<file path="config.mk">
export PLATFORM = sky130hd
export DESIGN_NAME = frame_burst_writer
export DESIGN_NICKNAME = d
export VERILOG_FILES = /design/src/rtl/frame_burst_writer.sv
export SDC_FILE = /design/constraint.sdc
export NUM_CORES = 2
export LEC_CHECK = 0
export ABC_AREA = 1
export CELL_PAD_IN_SITES_DETAIL_PLACEMENT = 1
export CELL_PAD_IN_SITES_GLOBAL_PLACEMENT = 1
export CORE_ASPECT_RATIO = 1.2
export CORE_MARGIN = 2
export CORE_UTILIZATION = 40
export CTS_CLUSTER_SIZE = 40
export DETAILED_ROUTE_END_ITERATION = 8
export DONT_BUFFER_PORTS = 1
export HOLD_SLACK_MARGIN = 0.06
export PLACE_DENSITY_LB_ADDON = 0.3
export SLEW_MARGIN = 20
export SYNTH_ARGS = -nofsm -noshare
export SYNTH_HDL_FRONTEND = slang
export SYNTH_SLANG_ARGS = --single-unit
</file>
<file path="constraint.sdc">
create_clock -name clk -period 12.8 [get_ports clk]
set_clock_uncertainty 0.2 [all_clocks]
set_input_delay 2.56 -clock clk [delete_from_list [all_inputs] [get_ports clk]]
set_output_delay 2.56 -clock clk [all_outputs]
set_load 0.01 [all_outputs]
</file>
<file path="src/rtl/frame_burst_writer.sv">
// Buffers a 2-pixel/beat frame stream in a FWFT FIFO and writes it out as fixed-length DRAM bursts.
// Optional FBW_DOUBLE_BUFFER_EN: alternate frames between two frame buffers.
module frame_burst_writer #(
  parameter int unsigned DATA_W      = 64,
  parameter int unsigned BURST_LEN   = 16,
  parameter int unsigned FIFO_DEPTH  = 32,
  parameter int unsigned FRAME_BEATS = 153600,
  parameter logic [31:0] BASE_ADDR   = 32'h3000_0000
) (
  input  logic              clk,
  input  logic              reset,
  input  logic              start,
  input  logic              in_valid,
  output logic              in_ready,
  input  logic [DATA_W-1:0] in_data,
  output logic              wr_addr_valid,
  input  logic              wr_addr_ready,
  output logic [31:0]       wr_addr,
  output logic [7:0]        wr_len,
  output logic              wr_data_valid,
  input  logic              wr_data_ready,
  output logic [DATA_W-1:0] wr_data,
  output logic              wr_last,
  output logic              frame_done,
  output logic [15:0]       frames_written,
  output logic              busy
);

  localparam int unsigned AW          = $clog2(FIFO_DEPTH);
  localparam int unsigned CW          = AW + 1;
  localparam int unsigned BW          = $clog2(BURST_LEN);
  localparam int unsigned NUM_BURSTS  = FRAME_BEATS / BURST_LEN;
  localparam logic [31:0] BURST_BYTES = 32'(BURST_LEN * 8);
  localparam logic [31:0] FRAME_BYTES = 32'(FRAME_BEATS * 8);
  localparam logic [31:0] LAST_BURST  = 32'(NUM_BURSTS - 1);

  typedef enum logic [1:0] {S_IDLE, S_WAIT, S_ADDR, S_DATA} state_e;

  state_e            state_q, state_d;
  logic [DATA_W-1:0] mem_q [FIFO_DEPTH];
  logic [AW-1:0]     wptr_q, rptr_q;
  logic [CW-1:0]     count_q;
  logic [BW-1:0]     beat_cnt_q, beat_cnt_d;
  logic [31:0]       burst_idx_q, burst_idx_d;
  logic [31:0]       frame_base_q, frame_base_d;
  logic [31:0]       next_frame_base;
  logic [15:0]       frames_written_q, frames_written_d;
  logic              frame_done_q, frame_done_d;
  logic              push, pop;

  // FIFO storage and occupancy
  assign in_ready = (count_q != CW'(FIFO_DEPTH));
  assign push     = in_valid && in_ready;
  assign pop      = wr_data_valid && wr_data_ready;
  assign wr_data  = mem_q[rptr_q];

  always_ff @(posedge clk) begin
    if (push) mem_q[wptr_q] <= in_data;
  end

  always_ff @(posedge clk) begin
    if (reset) begin
      wptr_q  <= '0;
      rptr_q  <= '0;
      count_q <= '0;
    end else begin
      if (push) wptr_q <= wptr_q + AW'(1);
      if (pop)  rptr_q <= rptr_q + AW'(1);
      if (push && !pop)      count_q <= count_q + CW'(1);
      else if (pop && !push) count_q <= count_q - CW'(1);
    end
  end

`ifdef FBW_DOUBLE_BUFFER_EN
  assign next_frame_base = (frame_base_q == BASE_ADDR) ? BASE_ADDR + FRAME_BYTES : BASE_ADDR;
`else
  assign next_frame_base = BASE_ADDR;
`endif

  assign wr_addr        = frame_base_q + burst_idx_q * BURST_BYTES;
  assign wr_len         = 8'(BURST_LEN - 1);
  assign frame_done     = frame_done_q;
  assign frames_written = frames_written_q;
  assign busy           = (state_q != S_IDLE);

  always_ff @(posedge clk) begin
    if (reset) begin
      state_q          <= S_IDLE;
      beat_cnt_q       <= '0;
      burst_idx_q      <= '0;
      frame_base_q     <= BASE_ADDR;
      frames_written_q <= '0;
      frame_done_q     <= 1'b0;
    end else begin
      state_q          <= state_d;
      beat_cnt_q       <= beat_cnt_d;
      burst_idx_q      <= burst_idx_d;
      frame_base_q     <= frame_base_d;
      frames_written_q <= frames_written_d;
      frame_done_q     <= frame_done_d;
    end
  end

  // Burst sequencing: wait for a full burst in the FIFO, issue address, stream data
  always_comb begin
    state_d          = state_q;
    beat_cnt_d       = beat_cnt_q;
    burst_idx_d      = burst_idx_q;
    frame_base_d     = frame_base_q;
    frames_written_d = frames_written_q;
    frame_done_d     = 1'b0;
    wr_addr_valid    = 1'b0;
    wr_data_valid    = 1'b0;
    wr_last          = 1'b0;
    case (state_q)
      S_IDLE: if (start) state_d = S_WAIT;
      S_WAIT: if (count_q >= CW'(BURST_LEN)) state_d = S_ADDR;
      S_ADDR: begin
        wr_addr_valid = 1'b1;
        if (wr_addr_ready) begin
          state_d    = S_DATA;
          beat_cnt_d = '0;
        end
      end
      S_DATA: begin
        wr_data_valid = (count_q != '0);
        wr_last       = (beat_cnt_q == BW'(BURST_LEN - 1));
        if (wr_data_valid && wr_data_ready) begin
          beat_cnt_d = beat_cnt_q + BW'(1);
          if (wr_last) begin
            state_d = S_WAIT;
            if (burst_idx_q == LAST_BURST) begin
              burst_idx_d      = '0;
              frame_done_d     = 1'b1;
              frames_written_d = frames_written_q + 16'd1;
              frame_base_d     = next_frame_base;
            end else begin
              burst_idx_d = burst_idx_q + 32'd1;
            end
          end
        end
      end
      default: state_d = S_IDLE;
    endcase
  end

endmodule

</file>
==> impl_metrics.csv <==
group,metric,value,unit
run_status,status,"complete, no violations",
setup_path,path_common_cell,"buf_4",
clock_tree,cts_tree,"built",
yosys,synthCells,7043,
finish,drive_above_1_share,6.30,%
global_route,antenna_found_initial,5,
pwr,comb_power_share,7.8,%
pwr,ir_worst_vdd,0.142,mV
placed_design,gp_congestion,0.779,
sta,fin_ws,4.65,ns
pwr,p_per_area,158,nW/µm²
global_route,grt_pass1_wl,400000,µm
setup_path,criticalPathCategory,"flip-flop to output pin",
floorplan,start_util,40.1,%
yosys,avgSynthCellArea,12.2,µm²
yosys,synth_seq_area_share,73.6,%
clock_tree,cts_made_buffers,211,
sta,max_slew_margin,7.77,%
setup_path,crit_path_end_kind,"output pin",
routing,routed_wl,273000,µm
sta,timing.fmax,123,MHz
placed_design,io_buffers,0,
yosys,yosys_warnings,0,
routing,routedWlPerCell,27.7,µm
sta,finalHoldViolCount,0,
sta,worst_pin_slew,1.38,ns
sta,whs,0.302,ns
pwr,p_seq_share,51.7,%
floorplan,die_area,218000,µm²
clock_tree,clkLatencyLatePin,0.86,ns
yosys,synth.cell_area,85600,µm²
min_path,hold_path.class,"flip-flop to flip-flop",
yosys,synth_edf_count,2048,
yosys,synth_seq_cells,2124,
clock_tree,clockBufferDepth,3,
clock_tree,clock_sinks,2124,
min_path,holdPathStages,2,
placed_design,place_ws,5.57,ns
sta,setup_viol,0,
floorplan,die_w,426,µm
yosys,synth_cell_type_count,34,
routing,drt_pre_antenna_iters,5,
run,maxCapViolCount,0,
placed_design,dp_hpwl,136000,µm
pwr,p_leak,0.0313,µW
floorplan,die_height,511,µm
global_route,grt.overflow.total,0,
pwr,switchingPower,3570,µW
routing,via_count,57600,
setup_path,path_cells,"buf_4 > buf_4 > buf_4 > o21ai_0 > o22ai_1 > nand2_1 > nand3_1 > nand3_1 > nand2_1",
setup_path,worst-path-max-fanout,84,
sta,tns,0,ns
global_route,grt_max_degree,267,
setup_path,cp_num_cells,9,
pwr,swShare,23.9,%
finish,fillers,22000,
clock_tree,cts.clk_slew.worst_paths,0.06,ns
setup_path,r2r_slack,7.87,ns
setup_path,slowest_stage,"buf_4",
sta,finalCritPeriodShare,63.7,%
clock_tree,cts_resized,0,
routing,drtIter0Drc,5251,
setup_path,cp_data_required_time,10.04,ns
setup_path,crit_family,"buffers and inverters",
global_route,grt_pass1_vias,60600,
yosys,ys_async_sr_fraction,0,%
clock_tree,post_cts_buffers,0,
floorplan,core-area,213000,µm²
yosys,ys.flop_type,"edfxtp_1",
sta,drv_slew,0,
sta,min_period,8.15,ns
setup_path,path_buf_inv,3,
setup_path,r2r_cells,8,
setup_path,worstPathArrival,5.39,ns
setup_path,critPathMaxStageDelay,0.97,ns
pwr,intPower,11400,µW
finish,nets,6975,
global_route,track_usage,24.8,%
routing,ant_nets,0,
pwr,clockPowerShare,40.5,%
sta,rsz0062_at_grt,"false",
clock_tree,clockRootBuffer,"clkbuf_16",
clock_tree,cts_hold_buffers,0,
finish,syn_to_final_growth,10.5,%
clock_tree,cts-htree-levels,4,
floorplan,rows,186,
floorplan,pin_count,196,
routing,drcViolationCount,0,
setup_path,worstSetupStartpointType,"flip-flop",
routing,avgViaCountPerCell,5.84,
## power groups by stage
| stage | sequential (µW) | combinational (µW) | clock, µW |
|---|---|---|---|
| global placement | 7880 | 1130 | 0 |
| global route | 7730 | 1300 | 6370 |
| detailed placement | 7880 | 1170 | 0 |
| finish | 7730 | 1170 | 6050 |
| floorplan | 7870 | 824 | 0 |
| CTS | 7730 | 1170 | 6150 |
## per-layer routing
| layer | GRT usage (%) | part of all wire (%) | vias up |
|---|---|---|---|
| li1 | - | - | 25000 |
| met1 | 31.9 | 41 | 30200 |
| met2 | 42.8 | 49 | 2000 |
| met3 | 3.88 | 6.8 | 481 |
| met4 | 7.78 | 3.2 | 0 |
| met5 | 0 | 0 | - |
## registers in the layout (all words and copies together), names as in the netlist, named ones only
signal	flops
beat_cnt_q	4
wptr_q	5
state_q	2
frames_written	16
rptr_q	5
frame_done	1
mem_q	2048
burst_idx_q	32
count_q	6
## through the flow
stage	instance area, µm²	power (µW)	utilization, %	std cells
finish	94600	14900	44.3	9871
global route	94600	15400	44.3	9871
CTS	94500	15100	44.3	9868
detailed placement	87900	9040	41.2	9489
global placement	87900	9000	41.2	9488
floorplan	85700	8700	-	7056
## final cells by class
class | count | area (µm²) | share of cell area [%]
diodes | 1 | 2.50 | 0.00265
clock buffers | 269 | 5610 | 5.93
clock inverters | 110 | 1030 | 1.09
inverters | 167 | 677 | 0.715
multi-input cells | 4271 | 19800 | 20.9
flip-flops and latches | 2124 | 63000 | 66.6
well taps | 2820 | 3530 | 3.73
repair buffers | 109 | 945 | 0.999
## cells by family after synthesis
logic type               count (synthesis)  share of synthesized area [%]
flip-flops                            2124                           73.6
other                                    2                        0.00877
adder cells (fa/ha/maj)                 21                          0.316
buffers and inverters                  661                           3.67
AO/OA/AOI/OAI                         1211                           7.52
XOR/XNOR                                26                          0.266
AND/OR/NAND/NOR                       2998                           14.6
## cells in the mapped netlist, types with 2 or more instances
library cell  number  share of area, %
edfxtp_1        2048                72
nand2_1         1258               5.5
nand3_1          938               5.5
nor2_1           760               3.3
o21ai_0          715               4.2
o22ai_1          298               2.2
clkbuf_1         222              0.97
a21oi_1          192               1.1
inv_1            162              0.71
buf_2            142              0.83
dfxtp_1           76               1.8
buf_4             53              0.46
buf_1             40              0.18
buf_6             37              0.49
nand4_1           23              0.17
ha_1              20              0.29
xor2_1            19              0.19
xnor2_1            7             0.072
nor3_1             5             0.029
nand3b_1           4             0.035
nor2_2             4             0.029
clkinv_1           3             0.013
o21ai_1            3             0.018
conb_1             2            0.0088
nand2_2            2             0.015
o31ai_1            2             0.018
## final timing paths
kind | start | end
min reg2reg | rptr_q[2]$_SDFFE_PP0P_ | rptr_q[2]$_SDFFE_PP0P_
max | flip-flop | wr_data[2]
max reg2reg | count_q[0]$_SDFFE_PP0P_ | mem_q[24][41]$_DFFE_PP_
min | rptr_q[2]$_SDFFE_PP0P_ | rptr_q[2]$_SDFFE_PP0P_
## cells in the final DEF (no fill, tap or decap), types with 6 or more instances in the layout
cell type / count
xor2_1: 19
clkinv_2: 33
buf_4: 100
conb_1: 15
inv_1: 161
xnor2_1: 7
nand3_1: 938
ha_1: 20
nor2_1: 728
o22ai_1: 298
edfxtp_1: 2048
nand4_1: 23
clkbuf_8: 7
o21ai_0: 715
clkinv_1: 47
a21oi_1: 192
nor2_4: 31
clkinv_8: 6
dfxtp_1: 71
nand2_1: 1258
clkbuf_1: 49
bufinv_16: 14
clkbuf_16: 213
## worst register-to-register path, cell delays in order, from the launching register on
cell	delay, ns
dfxtp_1	0.42
nor2_1	0.10
nand4_1	0.27
nand2_1	0.31
clkinv_1	0.25
nand2_1	0.50
nor2_4	1.04
buf_4	0.66
buf_4	0.76
(Power assumes the default switching activity.)
